File: src/rtl/ffo_scan_ctrl.sv
// Set-bit scheduler: emits the MSB-first position of each set bit of a captured mask; optional FFO_SCAN_ABORT_EN adds an abort input.
// First beat is one cycle after start; holds p/last while out_ready=0; start is ignored unless ready.
module ffo_scan_ctrl #(
   parameter int N = 32,
   parameter int W = $clog2(N)
) (
   input  logic         clock,
   input  logic         reset,
   input  logic         start,
   input  logic [N-1:0] b,
`ifdef FFO_SCAN_ABORT_EN
   input  logic         abort,
`endif
   output logic         ready,
   output logic         out_valid,
   input  logic         out_ready,
   output logic [W-1:0] p,
   output logic         last,
   output logic         done,
   output logic [W:0]   count
);

   typedef enum logic [1:0] {IDLE, EMIT, DONE} state_t;

   state_t       state, state_nx;
   logic [N-1:0] m;
   logic [N-1:0] top;
   logic [N-1:0] m_clr;
   logic [W-1:0] lz;
   logic         abort_req;

`ifdef FFO_SCAN_ABORT_EN
   assign abort_req = abort;
`else
   assign abort_req = 1'b0;
`endif

   // Highest set bit wins: later (higher) iterations overwrite lower ones.
   always_comb begin
      lz  = '0;
      top = '0;
      for (int i = 0; i < N; i++) begin
         if (m[i]) begin
            lz     = W'(N - 1 - i);
            top    = '0;
            top[i] = 1'b1;
         end
      end
   end

   assign m_clr = m & ~top;

   always_ff @(posedge clock or posedge reset) begin
      if (reset) begin
         state <= IDLE;
         m     <= '0;
         count <= '0;
      end else begin
         state <= state_nx;
         if (state == IDLE && start) begin
            m     <= b;
            count <= '0;
         end else if (state == EMIT && out_ready) begin
            m     <= m_clr;
            count <= count + (W+1)'(1);
         end
      end
   end

   always_comb begin
      state_nx  = state;
      ready     = 1'b0;
      out_valid = 1'b0;
      done      = 1'b0;
      p         = lz;
      last      = (m != '0) && ((m & (m - N'(1))) == '0);
      case (state)
         IDLE: begin
            ready = 1'b1;
            if (start) state_nx = (b == '0) ? DONE : EMIT;
         end
         EMIT: begin
            out_valid = 1'b1;
            if ((out_ready && last) || abort_req) state_nx = DONE;
         end
         DONE: begin
            done     = 1'b1;
            state_nx = IDLE;
         end
         default: state_nx = IDLE;
      endcase
   end

endmodule
File: config.mk
export PLATFORM = sky130hd
export DESIGN_NAME = ffo_scan_ctrl
export DESIGN_NICKNAME = d
export VERILOG_FILES = /design/src/rtl/ffo_scan_ctrl.sv
export SDC_FILE = /design/constraint.sdc
export NUM_CORES = 1
export LEC_CHECK = 0
export BUFFER_PORTS_ARGS = -buffer_cell sky130_fd_sc_hd__buf_2
export CORE_MARGIN = 8
export CORE_UTILIZATION = 30
export DETAILED_ROUTE_END_ITERATION = 8
export SLEW_MARGIN = 0
export SYNTH_ARGS = -nofsm -noshare
export SYNTH_HDL_FRONTEND = slang
export SYNTH_SLANG_ARGS = --single-unit
export TNS_END_PERCENT = 1
File: constraint.sdc
create_clock -name clock -period 6.1 [get_ports clock]
set_input_delay 0.61 -clock clock [delete_from_list [all_inputs] [get_ports clock]]
set_output_delay 0.61 -clock clock [all_outputs]
set_load 0.01 [all_outputs]
# ---- Word level (Yosys, flattened, before mapping)
# Index checks and enable logic that the tools add are counted.
dict set report word_totals {
  reg_bits 40
  inputBits 36
  output_inout_bits 15
  wordCells 97
}
dict set report classes {
  addsub 2
  n_eq_ne 4
  mux 75
  bitwise_logic 3
  n_reduce_logical 10
}
# operator n
set op_table {}
lappend op_table {{$mux W32} 32}
lappend op_table {{$mux W5} 32}
lappend op_table {{$and A32 B32 Y32} 2}
lappend op_table {{$logic_not A32 Y1} 2}
lappend op_table {{$not A32 Y32} 1}
lappend op_table {{$reduce_bool A32 Y1} 1}
lappend op_table {{$sub A32 B1 Y32 const B} 1}
lappend op_table {{$mux W6} 2}
lappend op_table {{$mux W2} 4}
lappend op_table {{$add A6 B1 Y6 const B} 1}
lappend op_table {{$logic_and A1 B1 Y1} 4}
lappend op_table {{$mux W1} 4}
lappend op_table {{$pmux W2 S2} 1}
lappend op_table {{$eq A2 B1 Y1 const B} 1}
lappend op_table {{$eq A2 B2 Y1 const B} 1}
lappend op_table {{$logic_not A2 Y1} 1}
lappend op_table {{$ne A2 B1 Y1 const B} 1}
lappend op_table {{$ne A2 B2 Y1 const B} 1}
lappend op_table {{$reduce_and A2 Y1} 1}
lappend op_table {{$reduce_bool A2 Y1} 1}

# ---- Longest topological paths before layout
# Gate-level depths: netlist (run 1).
dict set report depth {
  ltp_word 36
  mapped_depth 8
  mapped_depth_nobuf 7
}

# ---- Least setup slack after synthesis (run 1)
# OpenSTA, ideal clock, no wires.
dict set report synth_timing {
  path_type {register to output}
  start {register m[12]}
  end {output port last}
  t_arrival_ns 1.874
  required_time_ns 5.490
  setup_slack_ns 3.616
  path_stages_with_launch 7
  path_buffers 0
  cell_sequence {dfrtp_1 nor4_4 nand4_4 o41ai_2 o311ai_1 nor4_2 and2_1}
}
dict set report synth_between {
  elab_chain_len 4
  word_cells_on_any_way 5
  cone_classes {add/sub: 1; bitwise: 1; reduce/logical: 3}
}
# item line
set synth_rtl {}
lappend synth_rtl {{start, declared} 26} ;# logic [N-1:0] m;
lappend synth_rtl {{start signal, assigned} 64} ;# m <= m_clr;
lappend synth_rtl {{$sub A32 B1 Y32} 76} ;# last = (m != '0) && ((m & (m - N'(1))) == '0);
lappend synth_rtl {{$and A32 B32 Y32} 76}
lappend synth_rtl {{$logic_not A32 Y1} 76}
lappend synth_rtl {{$logic_and A1 B1 Y1 *} 76}
lappend synth_rtl {{end, declared} 18} ;# output logic last,
# Mark *: on every way between the ends. The rest lies on a longest branch, timed or not.

# ---- Final worst setup path (run 1)
# Ends and elaborated chain as after synthesis.

==> qor.txt, run 1 <==
length of routed met3 wiring: 423 microns
LEAKAGE: 1.29 nW
Util after Layout: 0.362
crit start category: flip-flop
Top FF cell, synth: dfrtp_1
RD Place Congestion: 0.900
clock power share: 0.159
Syn Area/Cell: 8.32 sq um
footprint of the multi-input gates: 0.00161 sq mm
EDFF count, synth: 0
metal2 WL: 3.97 mm
initial DRC count: 236
Initial Utilization: 0.310
Reg power frac: 0.379
power density cells: 452 mW/mm^2
Cell variety after synth: 54
Sum Neg Setup Slack: 0 ps
max_slew headroom: 0.444
worst min-delay path class: primary input to asynchronous set/reset pin
CP required: 5490 ps
Min Hold Slack: 429 ps
Fmax: 301 MHz
final wirelength: 8.86 mm
Post-Synthesis Cells: 325
CTS Buffer Depth: 2
Synth area leader: dfrtp_1
Worst setup EP type: output port
antenna viol nets, final: 0
Comb pwr share: 0.462
Die ar.: 0.0123 sq mm
ANT cells: 0
Sink Count: 40
post-DP HPWL: 6.76 mm
Net count, final: 406
register area share after synthesis: 0.370
Die X: 111 microns
Max Used Layer: met4
Vias: 2762
max_cap viols: 0
Reg area: 0.00100 sq mm
core footprint: 0.00872 sq mm
detailed-route wire length per cell: 18.5 microns
vias in the first global route: 2703
Worst Path Arrival: 2710 ps
IO Count: 51
hold buffer count at cts: 0
Final Setup Violations: 0
syn nets: 362
maximum vdd drop: 0.145 mV
Tmin final: 3320 ps
Total GRT Usage: 0.142
Crit Path Max Fanout: 10
Post-CTS Setup Bufs: 0
Slew @ Worst Pin: 833 ps
area growth from synthesis to layout: 16.7%
die height: 111 microns
Sw Pwr: 0.687 mW
share of cells above drive strength 1: 0.200
RSZ-0062 raised after global routing: no
total power: 1.43 mW
status: finished clean
fin worst setup slack: 2780 ps
Worst-path clk slew: 90 ps
Pint: 0.739 mW
first-pass GRT wire length: 14.7 mm
Final Slew Violations: 0
ys async rst share: 1.00
drc violations: 0
Synth Warn #: 0
wl on met1: 4.31 mm
pre-CTS worst setup slack: 3130 ps
CTS Root Cell: clkbuf_8
cts bufs inserted: 5
Worst-Skew Late Latency: 300 ps
IO Port Bufs: 50
Hold Vio Cnt, Final: 0
Worst R2R Setup Slack: 3560 ps
clk_skew: 11.0 ps
Post-CTS Resized: 0
top cell type's share of synthesized area: 0.370
critical path class: flip-flop to output port
pin count of the biggest net entering global routing: 41
row count: 34
Area contributors post-synth: dfrtp_1, nor2_1, nand2_1, a21oi_1, nor4_4
vias per cell: 5.78
htree depth: 2
antenna violations before repair: 0
Final period util: 0.545
CTS tree: built
Fill cells: 918
switching share of total power: 0.482
Seq cells post-synth: 40
R2R cell count: 5
area of the mapped netlist: 0.00271 sq mm
GRT overflow: 0
DRT Pass-1 Iters: 5
## cell usage after synthesis (4+ instances only)
master and instances:
nor2_1 47, nand3_1 9, a31oi_1 4, nand4_1 8, nor4_1 17, nor4_4 6, nor3_1 12, nand2_1 40
o31ai_1 5, mux2i_1 11, dfrtp_1 40, buf_2 4, o21ai_0 17, and2_1 5, clkbuf_1 10, a21oi_1 26
inv_1 10
## layout by cell type, fill, tap and decap left out, types with 5 or more instances in the layout
cell type,n
buf_2,50
nor2_1,47
nand2_1,40
dfrtp_1,40
a21oi_1,26
o21ai_0,17
nor4_1,17
nor3_1,12
mux2i_1,11
inv_1,10
nand3_1,9
nand4_1,8
nor4_4,6
and2_1,5
o31ai_1,5
clkbuf_8,5
## cell families after synthesis
family,Yosys count,share of synthesized area
buf+inv,25,0.0365
fa+ha+maj,2,0.00833
flops,40,0.370
mux,11,0.0407
compound gates,83,0.203
simple gates,160,0.328
xor+xnor,4,0.0130
## sequential cells by signal, summed over array words and instances (netlist names)
name	count
count	6
m	32
state	2
## worst max-delay path: stages (launching register included)
cell and delay (ps):
dfrtp_1 490, nor4_4 550, nand4_4 260, o41ai_2 250, o311ai_1 190, nor4_2 330, and2_1 210, buf_2 140
## power groups by stage
stage          clock [mW]  sequential [mW]  combinational (mW)
2_1_floorplan           0            0.472               0.496
5_1_grt             0.240            0.557               0.730
4_1_cts             0.229            0.534               0.654
3_3_place_gp            0            0.539               0.666
6_report            0.226            0.541               0.659
3_5_place_dp            0            0.538               0.651
## metrics by stage
stage / std cells / instance area, sq um
after global placement: 470 / 3040
after CTS: 478 / 3160
after floorplan: 325 / 2710
after detailed placement: 470 / 3040
final: 478 / 3160
after global routing: 478 / 3160
## per-layer routing
metal	vias to the layer above	GRT usage
met5	-	0
met4	0	0.0486
met3	12	0.0249
met2	108	0.216
met1	1332	0.197
li1	1310	-
## layout make-up
| cell class | instances | share of cell area |
|---|---|---|
| Inverter | 10 | 0.0119 |
| Sequential cell | 40 | 0.317 |
| Tap cell | 108 | 0.0428 |
| Multi-Input combinational cell | 260 | 0.509 |
| Clock buffer | 5 | 0.0218 |
| Clock inverter | 3 | 0.0135 |
| Timing Repair Buffer | 52 | 0.0841 |
## worst paths after layout
path	start	to
max reg2reg	m[31]	m[1]
min reg2reg	count[5]	count[5]
max in group asynchronous	reset	m[19]
max	m[12]	last
min	reset	count[5]
min in group clock	b[29]	m[29]
(Power assumes the default switching activity.)
==> run 2, diff against run 1 <==
==> constraint.sdc (replaced) <==
create_clock -name clock -period 2.85 [get_ports clock]
set_input_delay 0.285 -clock clock [delete_from_list [all_inputs] [get_ports clock]]
set_output_delay 0.285 -clock clock [all_outputs]
set_load 0.01 [all_outputs]
==> qor.txt, run 2 (same netlist as run 1, synthesis figures left out) <==
Worst setup EP type: output port
status: finished clean
drc violations: 0 (unchanged)
vias in the first global route: 2813 (+4.1%)
Regs by FF count: m (32), count (6), state (2)
Worst-path clk slew: 80 ps (about the same)
Hold Vio Cnt, Final: 0 (unchanged)
Die X: 111 microns (unchanged)
max_cap viols: 0 (unchanged)
Biggest register: m
clk_skew: 5.48 ps (-5.51 ps)
Net count, final: 427 (+5.2%)
Sink Count: 40 (unchanged)
CTS Root Cell: clkbuf_8
IO Port Bufs: 50 (unchanged)
LEAKAGE: 1.42 nW (+9.8%)
IO Count: 51 (unchanged)
initial DRC count: 280 (+19%)
Die ar.: 0.0123 sq mm (unchanged)
Placed Cells: 480 (+2.1%)
GRT overflow: 0 (unchanged)
Total GRT Usage: 0.148 (+0.00601)
Worst-Skew Late Latency: 300 ps (about the same)
Fill cells: 882 (-3.9%)
Crit Path Max Fanout: 6 (-4)
antenna violations before repair: 0 (unchanged)
crit start category: flip-flop
Fmax: 358 MHz
CTS Buffer Depth: 2 (unchanged)
vias per cell: 5.69 (-1.6%)
fin worst setup slack: 55.0 ps (-2720 ps)
Largest register FFs: 32 (unchanged)
first-pass GRT wire length: 15.3 mm (+4.3%)
area growth from synthesis to layout: 24.3%
worst min-delay path class: primary input to asynchronous set/reset pin
Worst Path Arrival: 2510 ps (-200 ps)
most frequent cells in the layout: buf_2, nor2_1, nand2_1, dfrtp_1, a21oi_1
Final Setup Violations: 0 (unchanged)
Tmin final: 2790 ps
detailed-route wire length per cell: 18.4 microns (-0.85%)
CP required: 2570 ps (-2920 ps)
htree depth: 2 (unchanged)
Final Slew Violations: 0 (unchanged)
RSZ-0062 raised after global routing: yes
Non-Filler Instances: 499 (+4.4%)
maximum vdd drop: 0.341 mV (+130%)
critical path class: flip-flop to output port
commonest non-fill, non-tap cell in the layout: buf_2
total power: 3.29 mW (+130%)
final wirelength: 9.17 mm (+3.5%)
pre-CTS worst setup slack: 280 ps (-2850 ps)
Vias: 2837 (+2.7%)
die height: 111 microns (unchanged)
pin count of the biggest net entering global routing: 38 (-7.3%)
core footprint: 0.00872 sq mm (unchanged)
post-DP HPWL: 6.94 mm (+2.7%)
ANT cells: 0 (unchanged)
power density cells: 979 mW/mm^2 (+120%)
Initial Utilization: 0.310 (unchanged)
CTS tree: built
share of cells above drive strength 1: 0.263 (+0.0634)
DRT Pass-1 Iters: 5 (unchanged)
row count: 34 (unchanged)
max_slew headroom: 0.447 (+0.00350)
cts bufs inserted: 5 (unchanged)
Slew @ Worst Pin: 827 ps (-5.24 ps)
antenna viol nets, final: 0 (unchanged)
hold buffer count at cts: 0 (unchanged)
Final period util: 0.981
Min Hold Slack: 107 ps (-322 ps)
RD Place Congestion: 0.918 (+2.0%)
Util after Layout: 0.386 (+0.0237)
==> run 2: cell types whose count changed in the layout (fill, tap and decap cells not counted), sizes merged <==
cell      previous run  this run
buf                 52        73
clkbuf               5         7
clkinv               1         0
clkinvlp             1         0
==> run 2: power by group <==
part	internal [mW]	switching [mW]	total, mW
Combinational	0.711	0.914	1.62
Clock	0.309	0.212	0.522
Sequential	0.751	0.392	1.14
Total	1.77	1.52	3.29
==> run 2: what timing repair did <==
| item | in CTS | in global routing |
|---|---|---|
| endpoints found under the setup margin | 1 | 2 |
| pin swaps | 2 | 10 |
| setup buffers | 4 | 7 |
| gates resized for setup | 0 | 10 |
==> run 2: area by class of cell <==
| class | instances | area (sq um) | area share |
|---|---|---|---|
| Timing Repair Buffer | 73 | 423 | 0.126 |
| Sequential cell | 40 | 1010 | 0.300 |
| Inverter | 10 | 37.5 | 0.0112 |
| Multi-Input combinational cell | 260 | 1630 | 0.485 |
| Clock inverter | 1 | 30.0 | 0.00893 |
| Tap cell | 108 | 135 | 0.0402 |
| Clock buffer | 7 | 96.3 | 0.0287 |
==> run 2: per-stage QoR <==
step | area [sq um] | TNS (ps)
after floorplan | 2710 | 0
after global placement | 3120 | 0
after detailed placement | 3120 | 0
after CTS | 3280 | 0
after global routing | 3360 | -148
final | 3360 | 0
==> run 2: final timing paths <==
| check | cells past startpoint | endpoint | from | slack, ps |
|---|---|---|---|---|
| max reg2reg | 5 | m[5] | m[31] | 440 |
| min in group clock | 3 | m[29] | b[29] | 190 |
| min reg2reg | 2 | count[5] | count[5] | 550 |
| max | 9 | last | m[3] | 60 |
| max in group asynchronous | 3 | m[12] | reset | 1950 |
| min | 2 | state[0] | reset | 110 |
==> run 2: critical path: stages, from the launching register on <==
cell      delay (ps)
dfrtp_2          440
buf_4            160
nor3_1           210
buf_4            190
nand2_1           80
a222oi_1         300
nand4_1          170
nor4_2           340
and2_1           190
buf_2            140
==> run 2: routing by layer <==
metal,share of wire,global-route usage
met1,0.48,0.212
met5,0,0
met2,0.45,0.221
met3,0.055,0.0265
met4,0.014,0.0396
